[config.mk]
export PLATFORM = sky130hd
export DESIGN_NAME = seg_scan
export DESIGN_NICKNAME = d
export VERILOG_FILES = /design/src/rtl/seg_pkg.sv /design/src/rtl/bcd_to_seg.sv /design/src/rtl/seg_scan.sv
export SDC_FILE = /design/constraint.sdc
export NUM_CORES = 1
export LEC_CHECK = 0
export BUFFER_PORTS_ARGS = -buffer_cell sky130_fd_sc_hd__buf_4
export CORE_ASPECT_RATIO = 0.9
export CORE_MARGIN = 3
export CORE_UTILIZATION = 50
export CTS_BUF_LIST = sky130_fd_sc_hd__clkbuf_16
export DETAILED_ROUTE_END_ITERATION = 12
export GPL_ROUTABILITY_DRIVEN = 1
export GPL_TIMING_DRIVEN = 1
export PLACE_DENSITY = 0.72
export SETUP_SLACK_MARGIN = 0.3
export SYNTH_ARGS = -nofsm -noshare
export SYNTH_HDL_FRONTEND = slang
export SYNTH_SLANG_ARGS = --single-unit
[constraint.sdc]
create_clock -name clk -period 6.5 [get_ports clk]
set_input_delay 0.325 -clock clk [delete_from_list [all_inputs] [get_ports clk]]
set_output_delay 0.325 -clock clk [all_outputs]
set_load 0.03 [all_outputs]
[src/rtl/seg_pkg.sv]
// Shared constants for the six-digit seven-segment scanner: active-low
// segment codes with the dp bit set (dp off), and the digit-select idle value.
package seg_pkg;

  localparam int DIGITS = 6;

  typedef logic [2:0] dig_idx_t;

  localparam dig_idx_t LAST_DIG = dig_idx_t'(DIGITS - 1);

  localparam logic [7:0] SEG_0    = 8'hC0;
  localparam logic [7:0] SEG_1    = 8'hF9;
  localparam logic [7:0] SEG_2    = 8'hA4;
  localparam logic [7:0] SEG_3    = 8'hB0;
  localparam logic [7:0] SEG_4    = 8'h99;
  localparam logic [7:0] SEG_5    = 8'h92;
  localparam logic [7:0] SEG_6    = 8'h82;
  localparam logic [7:0] SEG_7    = 8'hF8;
  localparam logic [7:0] SEG_8    = 8'h80;
  localparam logic [7:0] SEG_9    = 8'h90;
  localparam logic [7:0] SEG_DASH = 8'hBF;
  localparam logic [7:0] SEG_OFF  = 8'hFF;

  localparam logic [5:0] SEL_OFF  = 6'h3F;

endpackage

[src/rtl/bcd_to_seg.sv]
// Combinational BCD digit to active-low a..g pattern; any non-decimal
// nibble shows a lone dash so corrupt counter values are visible.
module bcd_to_seg
  import seg_pkg::*;
(
  input  logic [3:0] bcd_i,
  output logic [6:0] seg_o
);

  always_comb begin
    seg_o = SEG_DASH[6:0];
    case (bcd_i)
      4'd0:    seg_o = SEG_0[6:0];
      4'd1:    seg_o = SEG_1[6:0];
      4'd2:    seg_o = SEG_2[6:0];
      4'd3:    seg_o = SEG_3[6:0];
      4'd4:    seg_o = SEG_4[6:0];
      4'd5:    seg_o = SEG_5[6:0];
      4'd6:    seg_o = SEG_6[6:0];
      4'd7:    seg_o = SEG_7[6:0];
      4'd8:    seg_o = SEG_8[6:0];
      4'd9:    seg_o = SEG_9[6:0];
      default: seg_o = SEG_DASH[6:0];
    endcase
  end

endmodule

[src/rtl/seg_scan.sv]
// Six-digit multiplexed display scanner: per-frame snapshot, leading-zero
// blanking on the upper three digits, decimal points and a dark ghost interval.
module seg_scan
  import seg_pkg::*;
#(
  parameter int SCAN_DIV  = 50000,
  parameter int GHOST_CYC = 500
) (
  input  logic        clk,
  input  logic        rst_n,
  input  logic [23:0] disp_num,
  input  logic [5:0]  dp_mask,
  input  logic        blank_lz,
  input  logic        disp_en,
  output logic [5:0]  sel,
  output logic [7:0]  seg
);

  localparam int CNT_W = $clog2(SCAN_DIV);
  localparam logic [CNT_W-1:0] LAST_CNT  = CNT_W'(SCAN_DIV - 1);
  localparam logic [CNT_W-1:0] GHOST_END = CNT_W'(GHOST_CYC);

  logic [CNT_W-1:0] div_cnt_q, div_cnt_d;
  dig_idx_t         dig_idx_q, dig_idx_d;
  logic [23:0]      snap_num_q, snap_num_d;
  logic [5:0]       snap_dp_q, snap_dp_d;
  logic [5:0]       sel_q, sel_d;
  logic [7:0]       seg_q, seg_d;

  logic             slot_end;
  logic [3:0]       digit;
  logic [6:0]       seg7;
  logic             zero5, zero4, zero3;
  logic             blanked;

  bcd_to_seg u_dec (
    .bcd_i (digit),
    .seg_o (seg7)
  );

  // Inputs are only sampled at the very end of digit 5 so a frame never tears.
  always_comb begin
    slot_end   = (div_cnt_q == LAST_CNT);
    div_cnt_d  = slot_end ? '0 : div_cnt_q + CNT_W'(1);
    dig_idx_d  = dig_idx_q;
    snap_num_d = snap_num_q;
    snap_dp_d  = snap_dp_q;
    if (slot_end) begin
      dig_idx_d = (dig_idx_q == LAST_DIG) ? '0 : dig_idx_q + 3'd1;
      if (dig_idx_q == LAST_DIG) begin
        snap_num_d = disp_num;
        snap_dp_d  = dp_mask;
      end
    end
  end

  always_comb begin
    digit   = snap_num_q[{dig_idx_q, 2'b00} +: 4];
    zero5   = (snap_num_q[23:20] == 4'd0);
    zero4   = zero5 && (snap_num_q[19:16] == 4'd0);
    zero3   = zero4 && (snap_num_q[15:12] == 4'd0);
    blanked = blank_lz && (((dig_idx_q == 3'd5) && zero5) ||
                           ((dig_idx_q == 3'd4) && zero4) ||
                           ((dig_idx_q == 3'd3) && zero3));
    sel_d = SEL_OFF;
    seg_d = SEG_OFF;
    if (disp_en && (div_cnt_q >= GHOST_END) && !blanked) begin
      sel_d = ~(6'b000001 << dig_idx_q);
      seg_d = {~snap_dp_q[dig_idx_q], seg7};
    end
  end

  always_ff @(posedge clk) begin
    if (!rst_n) begin
      div_cnt_q  <= '0;
      dig_idx_q  <= '0;
      snap_num_q <= '0;
      snap_dp_q  <= '0;
      sel_q      <= SEL_OFF;
      seg_q      <= SEG_OFF;
    end else begin
      div_cnt_q  <= div_cnt_d;
      dig_idx_q  <= dig_idx_d;
      snap_num_q <= snap_num_d;
      snap_dp_q  <= snap_dp_d;
      sel_q      <= sel_d;
      seg_q      <= seg_d;
    end
  end

  assign sel = sel_q;
  assign seg = seg_q;

endmodule

==> results.cfg, run 1 <==
[run_status]
outcome = finished, final reports clean

[grt]
grt_max_degree = 37
antenna_found_initial = 0
grt.total_usage = 0.189
grt_pass1_vias = 2195
gr-total-overflow = 0
grt_pass1_wl_um = 10300

[clocking]
cts_buffers = 9
cts_resized = 0
htreeDepth = 3
post-cts-setup-buffers = 0
cts_tree = built
clkLatencyLatePin_ns = 0.32
cts_sinks = 63
clkTransAtPathRegs_ns = 0.05
cts.path.max_buffers = 2
cts-root-buf = clkbuf_16
cts.hold.buffers_added = 0

[pwr]
switching_power_mw = 0.169
clkPwrFrac = 0.517
ir_worst_vdd_uv = 161
p_int_mw = 0.695
switching_share = 0.196
seqPwrFrac = 0.452
p_comb_frac = 0.031
p_total_mw = 0.864
static-leakage-power_nw = 1.34
p_per_area_nw_per_um2 = 236

[floorplan]
die_x_um = 88.1
core-area_sq_um = 5760
start_util = 0.527
core.rowCount = 26
die_y_um = 79.9
dieArea_sq_um = 7040
ios = 48

[synth]
syn_avg_cell_area_sq_um = 9.16
ys_seq_area_frac = 0.416
synth_seq_cells = 63
synthArstFlopShare = 0
synth_flop_cell = dfxtp_1
yosys_warnings = 0
syn_area_sq_um = 3030
syn_inst = 331
ys_types = 45
synth-edff-count = 0
synth_nets = 373

[sta]
fmax_ghz = 0.342
clock_skew_ns = 0.00558
slew_violations = 0
worst_pin_slew_ns = 1.07
period_minus_slack_ns = 2.92
finalHoldViolations = 0
grt_setup_unrepaired = false
fin_crit_sh = 0.450
maxSlewHeadroom = 0.284
timing.setup.tns_ns = 0
setup_viol = 0

[critical_path]
worstSetupPathType = flip-flop to flip-flop
critPathSlowestCell = dfxtp_1
path_cells = mux4_2 > and2_1 > a21oi_1 > ha_1 > inv_1 > mux2_2 > a211oi_1 > o21ai_0
cp_slowest_stage_delay_ns = 0.86
crit_path_end_kind = flip-flop
cp_max_fo = 20
start_kind = flip-flop
required_ns = 6.68
arrival_ns = 3.11

[drt]
drtIter0Drc = 138
routed_wl_um = 6120
ant_nets = 0
wl_per_cell_um = 13.7
via_per_inst = 5.32
via_count = 2373
dr.pass1.iters = 4
drcViolationCount = 0

[layout]
drive_above_1_share = 0.269
area_growth_pct = 20.5
final_cell_mix = 73 x nand2_1, 63 x dfxtp_1, 47 x buf_4
n_antenna_cell = 0
nets = 414
mostFrequentLayoutCell = nand2_1

[run]
drv_cap = 0

[place]
hpwl_um = 4370
port_buffers = 47
gp_congestion = 0.901

[hold_path]
worst_hold_path_type = input port to flip-flop
==> Yosys cell counts (2+ instances only) <==
cell type  number  area [sq um]
buf_2           2          10.0
and3_1          2          12.5
a211oi_1        3          22.5
nor3_1          3          15.0
nand4_1         4          25.0
mux4_2          2          45.0
nor4_1          4          25.0
inv_1          12          45.0
xor2_1          6          52.6
nor2b_1         2          12.5
mux4_1          3          78.8
nand3_1        14          70.1
mux2_2          4          45.0
ha_1            8           100
clkbuf_1       11          41.3
a21boi_2       30           338
xnor2_1         9          78.8
nand2_1        73           274
buf_6           4          45.0
nor2_1         25          93.8
a21oi_1         6          30.0
mux2i_1         4          40.0
o21ai_0        11          55.1
dfxtp_1        63          1260
and2_1          5          31.3
a22o_1          2          17.5
==> state kept, by name, indices dropped and copies added, names as in the netlist <==
| signal | count |
|---|---|
| snap_num_q | 24 |
| sel | 6 |
| dig_idx_q | 3 |
| div_cnt_q | 16 |
| seg | 8 |
| snap_dp_q | 6 |
==> metal layers <==
metal,part of all wire,wire (um),vias to the layer above,global-route usage
met3,0.045,278,15,0.0568
met4,0.022,135,0,0.0770
met1,0.50,3050,1101,0.255
li1,-,-,1206,-
met2,0.43,2660,51,0.281
met5,0,0,-,0
==> logic make-up (layout without fill, tap and decap cells) <==
| kind of cell | after synthesis | count (layout) | synth area share |
|---|---|---|---|
| fa+ha+maj | 8 | 8 | 0.0330 |
| mux | 13 | 13 | 0.0689 |
| flops | 63 | 63 | 0.416 |
| buf+inv | 30 | 75 | 0.0479 |
| simple gates | 144 | 144 | 0.223 |
| compound gates | 58 | 58 | 0.168 |
| xor+xnor | 15 | 15 | 0.0433 |
==> final timing paths <==
path                     start           end  slack, ns  cells after the start
setup / recovery  dig_idx_q[0]        seg[5]       3.58                      8
hold / removal      dp_mask[3]  snap_dp_q[3]       0.26                      3
setup reg to reg  dig_idx_q[0]        seg[5]       3.58                      8
hold reg to reg   snap_dp_q[0]  snap_dp_q[0]       0.46                      2
==> worst max-delay path, delay by kind of cell (launching register included) <==
family	cells	cell delay (ns)
AOI/OAI and AO/OA	3	0.61
adders and majority gates	1	0.20
buffers and inverters	1	0.07
DFF	1	0.86
muxes	2	0.86
and+or+nand+nor	1	0.18
==> through the flow <==
| stage | util | hold WS, ns | instances | area, sq um | worst slack, ns |
|---|---|---|---|---|---|
| floorplan | - | 0.436 | 331 | 3030 | 4.19 |
| global placement | 0.586 | 0.447 | 431 | 3380 | 3.67 |
| detailed placement | 0.586 | 0.451 | 431 | 3380 | 3.57 |
| CTS | 0.635 | 0.257 | 446 | 3660 | 3.55 |
| global route | 0.635 | 0.263 | 446 | 3660 | 3.41 |
| finish | 0.635 | 0.263 | 446 | 3660 | 3.58 |
==> area by class of cell <==
class | count | area, sq um
well taps | 70 | 87.6
clock buffers | 9 | 225
fillers | 501 | 2100
inverters | 13 | 48.8
multi-input cells | 238 | 1630
clock inverters | 6 | 53.8
flip-flops and latches | 63 | 1260
repair buffers | 47 | 353
==> power groups by stage <==
stage               clock (mW)  combinational [mW]  sequential [mW]
global placement             0              0.0262            0.398
detailed placement           0              0.0265            0.399
CTS                      0.454              0.0267            0.391
global route             0.469              0.0291            0.391
floorplan                    0              0.0106            0.398
finish                   0.447              0.0265            0.391
(Power assumes the default switching activity.)
==> run 2: changes to the inputs <==
--- a/config.mk
+++ b/config.mk
@@ -5,6 +5,7 @@
 export SDC_FILE = /design/constraint.sdc
 export NUM_CORES = 1
 export LEC_CHECK = 0
+export ABC_AREA = 1
 export BUFFER_PORTS_ARGS = -buffer_cell sky130_fd_sc_hd__buf_4
 export CORE_ASPECT_RATIO = 0.9
 export CORE_MARGIN = 3
==> constraint.sdc (replaced) <==
create_clock -name clk -period 2.7 [get_ports clk]
set_input_delay 0.135 -clock clk [delete_from_list [all_inputs] [get_ports clk]]
set_output_delay 0.135 -clock clk [all_outputs]
set_load 0.03 [all_outputs]
==> run 2 against run 1 <==
Count of clock-buffer cells in the layout stayed put. Final area shrank 4.7%. Largest cell class unchanged. First-iteration DRC count fell by 1.4%. Area after synthesis is 5.6% lower. Wire length is 3.3% higher. Combinational power grew 120%. Sequential power rose by 140%. Die area down 5.2%.
==> results.cfg, run 2 <==
[synth]
synth_most_common_cell = nand2_1
yosys_warnings = 0
synthTopCellsByArea = dfxtp_1 44%, nand2_1 20%, a21oi_1 7.7%
syn_avg_cell_area_sq_um = 6.97
yosysTopAreaCell = dfxtp_1
syn_inst = 411
synthArstFlopShare = 0
synth_seq_cells = 63
synth_common_cells = 154 x nand2_1, 63 x dfxtp_1, 44 x a21oi_1, 38 x nor2_1, 31 x inv_1
ys_seq_area_frac = 0.440
netlist.area_leader.share = 0.440
syn_area_sq_um = 2860
synth_flop_cell = dfxtp_1
synth_nets = 453
ys_types = 27
synth-edff-count = 0

[place]
post_dp_cell_area_sq_um = 3230
port_buffers = 47
hpwl_um = 4610
gp_congestion = 0.802

[grt]
use_met2 = 0.330
use_met3 = 0.0584
grt_max_degree = 34
antenna_found_initial = 0
grt.total_usage = 0.199
grt_pass1_vias = 2404
grtUsageMet1 = 0.252
gr-total-overflow = 0
grt_pass1_wl_um = 10700
top_usage_layer = met2

[hold_path]
worstHoldStart = disp_num[9]
holdPathStages = 3
hold_end = snap_num_q[9]
worst_hold_path_type = input port to flip-flop

[pwr]
static-leakage-power_nw = 1.43
ir_worst_vdd_uv = 395
p_per_area_nw_per_um2 = 569

[sta]
slew_violations = 0
period_minus_slack_ns = 2.20
maxSlewHeadroom = 0.345
timing.setup.tns_ns = 0
fmax_ghz = 0.455
clock_skew_ns = 0.00657
finalHoldViolations = 0
grt_setup_unrepaired = false
worst_pin_slew_ns = 0.982
setup_viol = 0
fin_crit_sh = 0.814

[clocking]
cts_sinks = 63
clkTransAtPathRegs_ns = 0.05
htreeDepth = 3
post-cts-setup-buffers = 0
clkLatencyLatePin_ns = 0.32
cts_tree = built
cts.hold.buffers_added = 0
cts-root-buf = clkbuf_16
cts.path.max_buffers = 2
cts_buffers = 9
cts_resized = 0

[floorplan]
die_x_um = 85.8
die_y_um = 77.8
core-area_sq_um = 5380
ios = 48
core.rowCount = 25
start_util = 0.532
dieArea_sq_um = 6670

[critical_path]
cp_max_fo = 13
crit_start = dig_idx_q[0]
crit_top_cell = nand2_1
crit_path_end_kind = flip-flop
r2r_cells = 11
r2r_start = dig_idx_q[0]
path_cells = nor2_1 > nand2_1 > inv_1 > nand2_1 > nand2_1 > a21oi_2 > inv_1 > ha_1 > nand3b_1 > nand3_1 > nand3_1
required_ns = 2.90
cp_top_family = simple AND/OR/NAND/NOR gates
cp_slowest_stage_delay_ns = 0.63
worstSetupPathType = flip-flop to flip-flop
reg2reg_to = seg[5]
path_buf_inv = 2
start_kind = flip-flop
r2r_slack_ns = 0.50
arrival_ns = 2.40
critPathSlowestCell = dfxtp_1

[layout]
largest_reg_flops = 24
fill_cells = 517
mostFrequentLayoutCell = nand2_1
n_antenna_cell = 0
multi_input_area_sq_um = 1380
regArea_sq_um = 1260
nets = 500
final_cell_mix = 154 x nand2_1, 63 x dfxtp_1, 48 x buf_4
final_cell_area_sq_um = 3480
largest_register = snap_num_q
area_growth_pct = 21.7
drive_above_1_share = 0.165

[drt]
drtIter0Drc = 136
dr.pass1.iters = 4
via_per_inst = 4.98
ant_nets = 0
via_count = 2633
drcViolationCount = 0
routed_wl_um = 6320
wl_per_cell_um = 12.0

[run]
drv_cap = 0

[run_status]
outcome = finished, final reports clean
-- run 2: cell type report --
type / instances / share of cell area
clock buffer: 9 / 0.0646
clock inverter: 6 / 0.00826
inverter: 38 / 0.0409
multi-input combinational: 298 / 0.397
sequential: 63 / 0.362
tap: 67 / 0.0241
timing repair buffer: 48 / 0.103
-- run 2: per-stage QoR --
step	std cells	hold slack, ns	power (mW)	util	worst slack, ns
finish	529	0.0707	1.98	0.648	0.502
global route	529	0.0698	2.05	0.648	0.308
CTS	529	0.0656	2.00	0.648	0.520
detailed placement	514	0.402	1.02	0.600	0.536
global placement	514	0.402	1.01	0.600	0.582
floorplan	411	0.282	0.975	-	1.06
-- run 2: worst max-delay path by stage --
stage	to	slack, ns	depth (start not counted)
floorplan	seg[5]	1.06	11
global placement	seg[5]	0.58	11
detailed placement	seg[5]	0.54	11
CTS	seg[5]	0.52	11
global route	seg[5]	0.31	11
finish	seg[5]	0.50	11
-- run 2: metal layers --
| metal | vias up | wire [um] | share of wire |
|---|---|---|---|
| met4 | 0 | 43 | 0.0068 |
| met1 | 1181 | 2960 | 0.47 |
| met5 | - | 0 | 0 |
| li1 | 1384 | - | - |
| met3 | 5 | 344 | 0.054 |
| met2 | 63 | 2970 | 0.47 |
-- run 2: tightest hold or removal path, delay by kind of cell --
| kind | cells | cell delay, ns |
|---|---|---|
| buf+inv | 1 | 0.10 |
| simple gates | 1 | 0.05 |
| compound gates | 1 | 0.05 |
-- run 2: report_power, final --
part / internal (mW) / total, mW / switching (mW)
Sequential: 0.935 / 0.938 / 0.00302
Combinational: 0.0346 / 0.0583 / 0.0237
Clock: 0.601 / 0.985 / 0.384
Total: 1.57 / 1.98 / 0.411
-- run 2: logic make-up after synthesis --
kind of cell | after synthesis | synth area share
AOI/OAI and AO/OA | 54 | 0.101
xor gates and xnor gates | 5 | 0.0153
adders and majority gates | 8 | 0.0350
buffers and inverters | 50 | 0.0769
DFF | 63 | 0.440
and+or+nand+nor | 231 | 0.332
==> run 3: changes to the inputs <==
--- a/config.mk
+++ b/config.mk
@@ -14,7 +14,7 @@
 export DETAILED_ROUTE_END_ITERATION = 12
 export GPL_ROUTABILITY_DRIVEN = 1
 export GPL_TIMING_DRIVEN = 1
-export PLACE_DENSITY = 0.72
+export PLACE_DENSITY = 0.75
 export SETUP_SLACK_MARGIN = 0.3
 export SYNTH_ARGS = -nofsm -noshare
 export SYNTH_HDL_FRONTEND = slang
==> constraint.sdc (replaced) <==
create_clock -name clk -period 1.93 [get_ports clk]
set_input_delay 0.0965 -clock clk [delete_from_list [all_inputs] [get_ports clk]]
set_output_delay 0.0965 -clock clk [all_outputs]
set_load 0.03 [all_outputs]
==> run 3 against run 2 <==
Worst setup slack got worse by 0.34 ns. Non-clock buffer count rose by 25. Via count rose by 9.3%. Clock skew grew 0.0017 ns. Core utilization is 10 points higher. Critical path type unchanged.
==> results.cfg, run 3 (synthesis gave the netlist of run 2 again) <==
[run_status]
outcome = finished, final reports clean

[critical_path]
critPathSlowestCell = dfxtp_4
crit_path_end_kind = flip-flop
cp_slowest_stage_delay_ns = 0.45
required_ns = 2.14
start_kind = flip-flop
r2r_start = dig_idx_q[0]
cp_top_family = simple AND/OR/NAND/NOR gates
reg2reg_to = seg[0]
path_buf_inv = 2
r2r_slack_ns = 0.16
path_cells = buf_6 > nand2_2 > nand2_1 > nand2_1 > nand2_2 > a21oi_4 > buf_4 > ha_1 > nand3b_1 > nand3_1 > nand3_1
r2r_cells = 11
worstSetupPathType = flip-flop to flip-flop
cp_max_fo = 8
arrival_ns = 1.98

[clocking]
clkTransAtPathRegs_ns = 0.05
cts_buffers = 9
cts.path.max_buffers = 2
htreeDepth = 3
cts-root-buf = clkbuf_16
cts_sinks = 63
cts_tree = built
cts.hold.buffers_added = 0
clkLatencyLatePin_ns = 0.33

[drt]
highest_layer = met4
wl_per_cell_um = 13.9
drtIter0Drc = 255
met3_length_um = 588
via_count = 2879
wl_met1_um = 3340
via_per_inst = 5.18
drcViolationCount = 0
dr.pass1.iters = 4
routed_wl_um = 7750
ant_nets = 0
wl_met2_um = 3640

[hold_path]
hold_end = snap_num_q[20]
holdPathStages = 3
worst_hold_path_type = input port to flip-flop
worstHoldStart = disp_num[20]

[floorplan]
die_y_um = 77.8
core.rowCount = 25
ios = 48
core-area_sq_um = 5380
start_util = 0.532
die_x_um = 85.8
dieArea_sq_um = 6670

[layout]
nets = 526
fin_cells = 556
drive_above_1_share = 0.321
fill_cells = 381
final_util = 0.747
mostFrequentLayoutCell = nand2_1
final_cell_mix = 135 x nand2_1, 64 x buf_4, 58 x dfxtp_1
area_growth_pct = 40.4
largest_register = snap_num_q
n_antenna_cell = 0
largest_reg_flops = 24

[sta]
fin_crit_sh = 0.915
setup_viol = 0
maxSlewHeadroom = 0.725
timing.setup.tns_ns = 0
period_minus_slack_ns = 1.77
holdWs_ns = 0.0267
clock_skew_ns = 0.00830
grt_setup_unrepaired = true
finalHoldViolations = 0
worst_pin_slew_ns = 0.412
fmax_ghz = 0.566
slew_violations = 0

[pwr]
static-leakage-power_nw = 1.64
p_per_area_nw_per_um2 = 766
ir_worst_vdd_uv = 793
p_total_mw = 3.08

[run]
drv_cap = 0

[place]
dp_cells = 522
hpwl_um = 4700
port_buffers = 47
gp_congestion = 0.887

[grt]
grt_pass1_wl_um = 11700
gr-total-overflow = 0
antenna_found_initial = 0
grt_max_degree = 34
grt.total_usage = 0.226
grt_pass1_vias = 2601
[run 3: stage by stage]
| stage | setup WS [ns] | area [sq um] |
|---|---|---|
| 3_5_place_dp | 0.0323 | 3290 |
| 5_1_grt | 0.101 | 4020 |
| 6_report | 0.164 | 4020 |
| 4_1_cts | 0.251 | 3770 |
| 2_1_floorplan | 0.324 | 2870 |
| 3_3_place_gp | 0.0531 | 3290 |
[run 3: area by class of cell]
class	count	area, sq um	area share
flip-flops and latches	63	1270	0.316
repair buffers	73	594	0.148
well taps	67	83.8	0.0208
clock inverters	7	81.3	0.0202
clock buffers	9	225	0.0560
repair inverters	1	7.51	0.00187
multi-input cells	298	1590	0.396
inverters	38	165	0.0411
[run 3: power by group]
group / switching [mW] / internal (mW)
Combinational: 0.0415 / 0.0590
Clock: 0.561 / 1.11
Sequential: 0.00367 / 1.31
Total: 0.606 / 2.47
[run 3: worst max-delay path by stage]
stage | end | slack [ns] | from | cells after the start
floorplan | seg[3] | 0.32 | dig_idx_q[0] | 12
global placement | seg[3] | 0.05 | dig_idx_q[0] | 12
detailed placement | seg[3] | 0.03 | dig_idx_q[0] | 12
CTS | seg[3] | 0.25 | dig_idx_q[0] | 12
global route | seg[0] | 0.10 | dig_idx_q[0] | 11
finish | seg[0] | 0.16 | dig_idx_q[0] | 11
[run 3: worst reg2reg max path, delay by kind of cell (launching register included)]
family / cells / cell delay (ns)
buffers and inverters: 2 / 0.32
and+or+nand+nor: 7 / 0.61
DFF: 1 / 0.45
AOI/OAI and AO/OA: 1 / 0.07
adders and majority gates: 1 / 0.19
[run 3: repair_timing]
action,in CTS,in global routing
gates cloned,2,1
pin swaps,6,20
endpoints found under the setup margin,44,60
resized for setup,26,58
setup buffers,13,2
[run 3: per-layer routing]
metal	vias to the layer above	track usage
met5	-	0
met4	0	0.0728
met3	17	0.0807
met2	112	0.358
met1	1304	0.286
li1	1446	-
